===== config.mk =====
export PLATFORM = sky130hd
export DESIGN_NAME = miriscv_mem_arbiter
export DESIGN_NICKNAME = d
export VERILOG_FILES = /design/src/rtl/miriscv_mem_arbiter.sv
export SDC_FILE = /design/constraint.sdc
export NUM_CORES = 1
export LEC_CHECK = 0
export ABC_CLOCK_PERIOD_IN_PS = 1900
export BUFFER_PORTS_ARGS = -buffer_cell sky130_fd_sc_hd__buf_4
export CORE_AREA = 4 4 105 107
export DETAILED_ROUTE_END_ITERATION = 10
export DIE_AREA = 0 0 109 111
export GPL_TIMING_DRIVEN = 1
export SYNTH_ARGS = -nofsm -noshare
export SYNTH_HDL_FRONTEND = slang
export SYNTH_SLANG_ARGS = --single-unit

===== constraint.sdc =====
create_clock -name clk_i -period 1.9 [get_ports clk_i]
set_clock_uncertainty 0.15 [all_clocks]
set_input_delay 0.19 -clock clk_i [delete_from_list [all_inputs] [get_ports clk_i]]
set_output_delay 0.19 -clock clk_i [all_outputs]
set_load 0.02 [all_outputs]

===== src/rtl/miriscv_mem_arbiter.sv =====
// rtl/miriscv_mem_arbiter.sv - shares one memory port between instruction fetch and load/store
//
// Arbitrates fetch and LSU requests onto a single memory port. Each accepted
// request is recorded in an in-order source FIFO so that its response can be
// routed back to the requester that issued it. Fetch responses made stale by
// a redirect (instr_flush_i) are popped but not delivered.
//
// Optional feature macro: MIRISCV_ARB_RR_EN
//   defined   - round-robin between fetch and LSU when both request
//   undefined - fixed priority, LSU always wins
//
// Ports:
//   clk_i, arstn_i              clock, asynchronous active-low reset
//   instr_req_i/addr_i          fetch request and address
//   instr_flush_i               drop all outstanding fetch responses
//   instr_gnt_o                 fetch request accepted this cycle
//   instr_rvalid_o/rdata_o      fetch response
//   data_req_i/we_i/be_i/addr_i/wdata_i   LSU request and payload
//   data_gnt_o                  LSU request accepted this cycle
//   data_rvalid_o/rdata_o       LSU response (reads and writes)
//   mem_req_o/we_o/be_o/addr_o/wdata_o    memory request and payload
//   mem_gnt_i                   memory accepted request
//   mem_rvalid_i/rdata_i        memory response
//   protocol_err_o              sticky: response arrived with nothing outstanding

module miriscv_mem_arbiter #(
  parameter int XLEN            = 32,
  parameter int MAX_OUTSTANDING = 2
) (
  input  logic              clk_i,
  input  logic              arstn_i,

  input  logic              instr_req_i,
  input  logic [XLEN-1:0]   instr_addr_i,
  input  logic              instr_flush_i,
  output logic              instr_gnt_o,
  output logic              instr_rvalid_o,
  output logic [XLEN-1:0]   instr_rdata_o,

  input  logic              data_req_i,
  input  logic              data_we_i,
  input  logic [XLEN/8-1:0] data_be_i,
  input  logic [XLEN-1:0]   data_addr_i,
  input  logic [XLEN-1:0]   data_wdata_i,
  output logic              data_gnt_o,
  output logic              data_rvalid_o,
  output logic [XLEN-1:0]   data_rdata_o,

  output logic              mem_req_o,
  output logic              mem_we_o,
  output logic [XLEN/8-1:0] mem_be_o,
  output logic [XLEN-1:0]   mem_addr_o,
  output logic [XLEN-1:0]   mem_wdata_o,
  input  logic              mem_gnt_i,
  input  logic              mem_rvalid_i,
  input  logic [XLEN-1:0]   mem_rdata_i,

  output logic              protocol_err_o
);

  localparam int PTR_W = (MAX_OUTSTANDING > 1) ? $clog2(MAX_OUTSTANDING) : 1;
  localparam int CNT_W = $clog2(MAX_OUTSTANDING + 1);

  // Outstanding-transaction FIFO: src (0=instr, 1=data) and discard per slot
  logic [MAX_OUTSTANDING-1:0] src_q;
  logic [MAX_OUTSTANDING-1:0] disc_q;
  logic [PTR_W-1:0]           wr_ptr_q;
  logic [PTR_W-1:0]           rd_ptr_q;
  logic [CNT_W-1:0]           count_q;
  logic                       protocol_err_q;

  logic full, empty;
  logic prio_data;
  logic sel_data;
  logic accept;
  logic pop;
  logic head_src, head_disc;

  function automatic logic [PTR_W-1:0] ptr_inc(input logic [PTR_W-1:0] p);
    if (p == PTR_W'(MAX_OUTSTANDING - 1)) return '0;
    else                                  return p + PTR_W'(1);
  endfunction

  assign full  = (count_q == CNT_W'(MAX_OUTSTANDING));
  assign empty = (count_q == '0);

`ifdef MIRISCV_ARB_RR_EN
  // Set when the LSU should win the next contested cycle; after every accept
  // the requester that was not granted gets the advantage.
  logic prio_data_q;

  always_ff @(posedge clk_i or negedge arstn_i) begin
    if (!arstn_i)    prio_data_q <= 1'b0;
    else if (accept) prio_data_q <= ~sel_data;
  end

  assign prio_data = prio_data_q;
`else
  assign prio_data = 1'b1;
`endif

  assign sel_data = data_req_i & (~instr_req_i | prio_data);

  // Gated with the reset so no request escapes while reset is held.
  // Full blocks requests even when a pop is happening this cycle.
  assign mem_req_o = arstn_i & (instr_req_i | data_req_i) & ~full;
  assign accept    = mem_req_o & mem_gnt_i;

  assign instr_gnt_o = accept & ~sel_data;
  assign data_gnt_o  = accept & sel_data;

  assign mem_we_o    = sel_data & data_we_i;
  assign mem_be_o    = sel_data ? data_be_i : {(XLEN/8){1'b1}};
  assign mem_addr_o  = sel_data ? data_addr_i : instr_addr_i;
  assign mem_wdata_o = data_wdata_i;

  assign head_src  = src_q[rd_ptr_q];
  assign head_disc = disc_q[rd_ptr_q];
  assign pop       = mem_rvalid_i & ~empty;

  assign instr_rvalid_o = pop & ~head_src & ~head_disc;
  assign data_rvalid_o  = pop & head_src;
  assign instr_rdata_o  = mem_rdata_i;
  assign data_rdata_o   = mem_rdata_i;

  assign protocol_err_o = protocol_err_q;

  always_ff @(posedge clk_i or negedge arstn_i) begin
    if (!arstn_i) begin
      src_q          <= '0;
      disc_q         <= '0;
      wr_ptr_q       <= '0;
      rd_ptr_q       <= '0;
      count_q        <= '0;
      protocol_err_q <= 1'b0;
    end else begin
      // Flush marks every instr slot; empty slots with a stale src are
      // harmless because a push rewrites both fields of its slot.
      if (instr_flush_i) disc_q <= disc_q | ~src_q;

      if (accept) begin
        src_q[wr_ptr_q]  <= sel_data;
        disc_q[wr_ptr_q] <= instr_flush_i & ~sel_data;
        wr_ptr_q         <= ptr_inc(wr_ptr_q);
      end

      if (pop) rd_ptr_q <= ptr_inc(rd_ptr_q);

      case ({accept, pop})
        2'b10:   count_q <= count_q + CNT_W'(1);
        2'b01:   count_q <= count_q - CNT_W'(1);
        default: count_q <= count_q;
      endcase

      if (mem_rvalid_i && empty) protocol_err_q <= 1'b1;
    end
  end

endmodule

==> impl_metrics.xml <==
<?xml version="1.0" encoding="UTF-8"?>
<metrics>
  <group name="setup_path">
    <metric name="crit_arrival" unit="ns">1.49</metric>
    <metric name="rrSetupSlack" unit="ns">0.12</metric>
    <metric name="critPathKind" unit="">flip-flop to output pin</metric>
    <metric name="critical_path.top_delay_family" unit="">simple AND/OR/NAND/NOR gates</metric>
    <metric name="critical_path.cell_chain" unit="">nor2b_4 -&gt; or3b_4 -&gt; buf_6 -&gt; nor2_4 -&gt; buf_6</metric>
    <metric name="timing.critical_path.from" unit="">count_q[1]</metric>
    <metric name="reg2reg_from" unit="">count_q[1]</metric>
    <metric name="cp.buffers_inverters" unit="">2</metric>
    <metric name="critical_path_depth" unit="">5</metric>
    <metric name="rr_endpoint" unit="">count_q[1]</metric>
    <metric name="worst_setup_path_end_kind" unit="">output pin</metric>
    <metric name="cell_occurring_most_often_along_the_worst_timing_path" unit="">sky130_fd_sc_hd__buf_6</metric>
    <metric name="worst-path-max-fanout" unit="">4</metric>
    <metric name="startpoint_type" unit="">flip-flop</metric>
    <metric name="depth_of_the_worst_register_to_register_path" unit="">5</metric>
    <metric name="worst_path_max_delay_cell" unit="">sky130_fd_sc_hd__or3b_4</metric>
    <metric name="cp-endpoint" unit="">instr_gnt_o</metric>
    <metric name="worstPathRequired" unit="ns">1.56</metric>
    <metric name="timing.critical_path.slowest_cell_delay" unit="ns">0.40</metric>
  </group>
  <group name="place">
    <metric name="finalWeightedCongestion" unit="">0.699</metric>
    <metric name="dpl-instance-area" unit="mm²">0.00200</metric>
    <metric name="detailedPlacementHpwl" unit="µm">4070</metric>
    <metric name="post-place-cells" unit="">340</metric>
    <metric name="i_o_buffers" unit="">118</metric>
    <metric name="dpl_worst_slack" unit="ns">0.0821</metric>
  </group>
  <group name="run_status">
    <metric name="status" unit="">finished, final reports clean</metric>
  </group>
  <group name="floorplan">
    <metric name="start_util" unit="%">16.1</metric>
    <metric name="ios" unit="">279</metric>
    <metric name="dieArea" unit="mm²">0.0121</metric>
    <metric name="core_region_area" unit="mm²">0.0101</metric>
    <metric name="die_width" unit="µm">109</metric>
    <metric name="core.rowCount" unit="">37</metric>
    <metric name="die_h" unit="µm">111</metric>
  </group>
  <group name="grt">
    <metric name="grt_overflow" unit="">0</metric>
    <metric name="grt_antenna_before_repair" unit="">0</metric>
    <metric name="grt_pass1_vias" unit="">1336</metric>
    <metric name="grt_start_max_net_pins" unit="">43</metric>
    <metric name="global_route_wire_length_before_repair" unit="µm">6950</metric>
    <metric name="groute.usage.overall" unit="%">7.03</metric>
  </group>
  <group name="final_layout">
    <metric name="final.fill_count" unit="">1115</metric>
    <metric name="design.final.nets" unit="">351</metric>
    <metric name="layout.cell_area.non_filler" unit="mm²">0.00207</metric>
    <metric name="area_occupied_by_multi_input_gates" unit="µm²">666</metric>
    <metric name="insertedDiodeCount" unit="">0</metric>
    <metric name="area_growth" unit="%">26.6</metric>
    <metric name="final_core_utilization" unit="%">20.4</metric>
    <metric name="regArea" unit="µm²">226</metric>
    <metric name="drive_gt1_share" unit="%">79.9</metric>
    <metric name="layout.cells.non_filler" unit="">345</metric>
  </group>
  <group name="timing">
    <metric name="final.setup.worst_slack" unit="ns">0.0689</metric>
    <metric name="final_hold_viol_count" unit="">0</metric>
    <metric name="finalSetupTns" unit="ns">0</metric>
    <metric name="rsz0062_at_grt" unit="">no</metric>
    <metric name="post-route-min-period" unit="ns">1.83</metric>
    <metric name="fin_crit_share" unit="%">96.4</metric>
    <metric name="worst_hold_slack" unit="ns">0.0224</metric>
    <metric name="timing_worst_slew_pin_value" unit="ns">0.270</metric>
    <metric name="max_freq" unit="MHz">546</metric>
    <metric name="worst_slew_margin_rel" unit="%">81.9</metric>
    <metric name="setup_viol" unit="">0</metric>
    <metric name="report.final.slew_viol_count" unit="">0</metric>
  </group>
  <group name="detailed_routing">
    <metric name="drc" unit="">0</metric>
    <metric name="drt-total-wl" unit="µm">4690</metric>
    <metric name="drt_pass1_iterations" unit="">4</metric>
    <metric name="detailedRoute.firstIterationViolations" unit="">10</metric>
    <metric name="route.vias.total" unit="">1218</metric>
    <metric name="route.detailed.vias_per_inst" unit="">3.53</metric>
    <metric name="antenna_left" unit="">0</metric>
    <metric name="avgRoutedWirePerCell" unit="µm">13.6</metric>
  </group>
  <group name="cts">
    <metric name="cts_root_buf" unit="">sky130_fd_sc_hd__clkbuf_8</metric>
    <metric name="numCtsBuffers" unit="">3</metric>
    <metric name="cts_buffer_depth" unit="">2</metric>
    <metric name="clk-insertion-delay-late" unit="ns">0.23</metric>
    <metric name="cts.htree.levels" unit="">1</metric>
    <metric name="clk_pin_slew_worst_paths" unit="ns">0.05</metric>
    <metric name="tritoncts" unit="">built</metric>
    <metric name="cts_sinks" unit="">9</metric>
    <metric name="post-cts-setup-buffer-count" unit="">0</metric>
  </group>
  <group name="power_and_ir_drop">
    <metric name="p_per_cell_area" unit="mW/mm²">655</metric>
    <metric name="max_ir_drop_vdd" unit="V">0.000326</metric>
    <metric name="total_leakage_power" unit="nW">0.977</metric>
    <metric name="power.total" unit="mW">1.36</metric>
  </group>
  <group name="logic_synthesis">
    <metric name="synth-seq-area-share" unit="%">13.8</metric>
    <metric name="syn_area" unit="mm²">0.00164</metric>
    <metric name="seq_cells_post_synth" unit="">9</metric>
    <metric name="postSynthNetCount" unit="">323</metric>
    <metric name="synth_top_cell_by_area" unit="">sky130_fd_sc_hd__buf_4</metric>
    <metric name="synth.top_cells.by_area" unit="">sky130_fd_sc_hd__buf_4, sky130_fd_sc_hd__mux2_2, sky130_fd_sc_hd__dfrtp_1, sky130_fd_sc_hd__nand2b_1, sky130_fd_sc_hd__mux2i_1</metric>
    <metric name="syn_avg_cell_area" unit="µm²">8.99</metric>
    <metric name="yosysWarningCount" unit="">0</metric>
    <metric name="synthDominantCellAreaShare" unit="%">44.5</metric>
    <metric name="synth_cells" unit="">182</metric>
    <metric name="post_synthesis_cell_type_count" unit="">26</metric>
  </group>
  <group name="worst_hold_path">
    <metric name="worst_hold_path_type" unit="">input port to flip-flop</metric>
  </group>
  <group name="flow_run">
    <metric name="cap_violations" unit="">0</metric>
  </group>
</metrics>
-- power by group --
| part | switching [mW] | total, mW | internal [mW] | leakage [nW] |
|---|---|---|---|---|
| Clock | 0.0773 | 0.224 | 0.146 | 0.0228 |
| Combinational | 0.328 | 0.757 | 0.430 | 0.857 |
| Sequential | 0.0962 | 0.377 | 0.281 | 0.0978 |
-- sequential cells by signal, indices dropped and copies added, names as in the netlist --
name and flops:
rd_ptr_q 1, wr_ptr_q 1, protocol_err_o 1, disc_q 2, src_q 2, count_q 2
-- metal layers --
| metal | vias to the layer above | track usage [%] | share of wire (%) |
|---|---|---|---|
| li1 | 549 | - | - |
| met2 | 122 | 12.6 | 50 |
| met4 | 0 | 1.94 | 1.3 |
| met3 | 22 | 2.68 | 14 |
| met1 | 525 | 7.59 | 35 |
| met5 | - | 0 | 0 |
-- cells in the mapped netlist --
master,n
sky130_fd_sc_hd__dfrtp_1,9
sky130_fd_sc_hd__and2_1,1
sky130_fd_sc_hd__mux2_1,1
sky130_fd_sc_hd__inv_1,3
sky130_fd_sc_hd__nor4b_4,1
sky130_fd_sc_hd__a21o_1,1
sky130_fd_sc_hd__xor2_1,1
sky130_fd_sc_hd__nand2b_1,5
sky130_fd_sc_hd__clkbuf_1,1
sky130_fd_sc_hd__buf_2,3
sky130_fd_sc_hd__a21oi_1,3
sky130_fd_sc_hd__nor3_2,1
sky130_fd_sc_hd__o21ai_4,1
sky130_fd_sc_hd__or3b_4,1
sky130_fd_sc_hd__nor3_1,1
sky130_fd_sc_hd__buf_4,97
sky130_fd_sc_hd__nand2_1,1
sky130_fd_sc_hd__o21ai_0,1
sky130_fd_sc_hd__mux2_2,33
sky130_fd_sc_hd__nor2_1,7
sky130_fd_sc_hd__nor2b_2,1
sky130_fd_sc_hd__xnor2_2,1
sky130_fd_sc_hd__xnor2_1,3
sky130_fd_sc_hd__and3_1,1
sky130_fd_sc_hd__ha_1,1
sky130_fd_sc_hd__mux2i_1,3
-- placed cells by master, fill, tap and decap left out, drive strengths merged --
| master | count |
|---|---|
| mux2i | 3 |
| and2 | 1 |
| dfrtp | 9 |
| ha | 1 |
| nor2 | 7 |
| xor2 | 1 |
| o21ai | 2 |
| nor4b | 1 |
| or3b | 1 |
| nand2b | 5 |
| a21oi | 3 |
| inv | 3 |
| buf | 123 |
| nor2b | 1 |
| and3 | 1 |
| clkbuf | 4 |
| a21o | 1 |
| dlygate4sd3 | 1 |
| nor3 | 2 |
| mux2 | 34 |
| nand2 | 1 |
| xnor2 | 4 |
-- cell families after synthesis --
family	Yosys count	share of synthesized area [%]
AO/OA/AOI/OAI	6	2.68
flip-flops	9	13.8
multiplexers	37	25.2
adder cells (fa/ha/maj)	1	0.764
AND/OR/NAND/NOR	20	8.10
XOR/XNOR	5	3.14
buffers and inverters	104	46.3
-- cell type report --
type                            count  share of cell area, %
Inverter                            3                  0.543
Timing Repair Buffer              124                   46.0
Tap cell                          136                   8.21
Sequential cell                     9                   10.9
Clock buffer                        4                   2.17
Multi-Input combinational cell     69                   32.1
-- timing repair --
item,CTS,global route
hold buffers,1,0
cloned,0,0
resized for setup,5,1
hold endpoints to repair,9,0
setup endpoints to repair,1,1
-- worst min path at each step --
stage | startpoint | to | cells after the start
floorplan | arstn_i | count_q[0] | 0
global placement | arstn_i | protocol_err_o | 2
detailed placement | arstn_i | protocol_err_o | 2
CTS | mem_rvalid_i | protocol_err_o | 2
global route | mem_rvalid_i | protocol_err_o | 2
finish | mem_rvalid_i | protocol_err_o | 2
(Power assumes the default switching activity.)
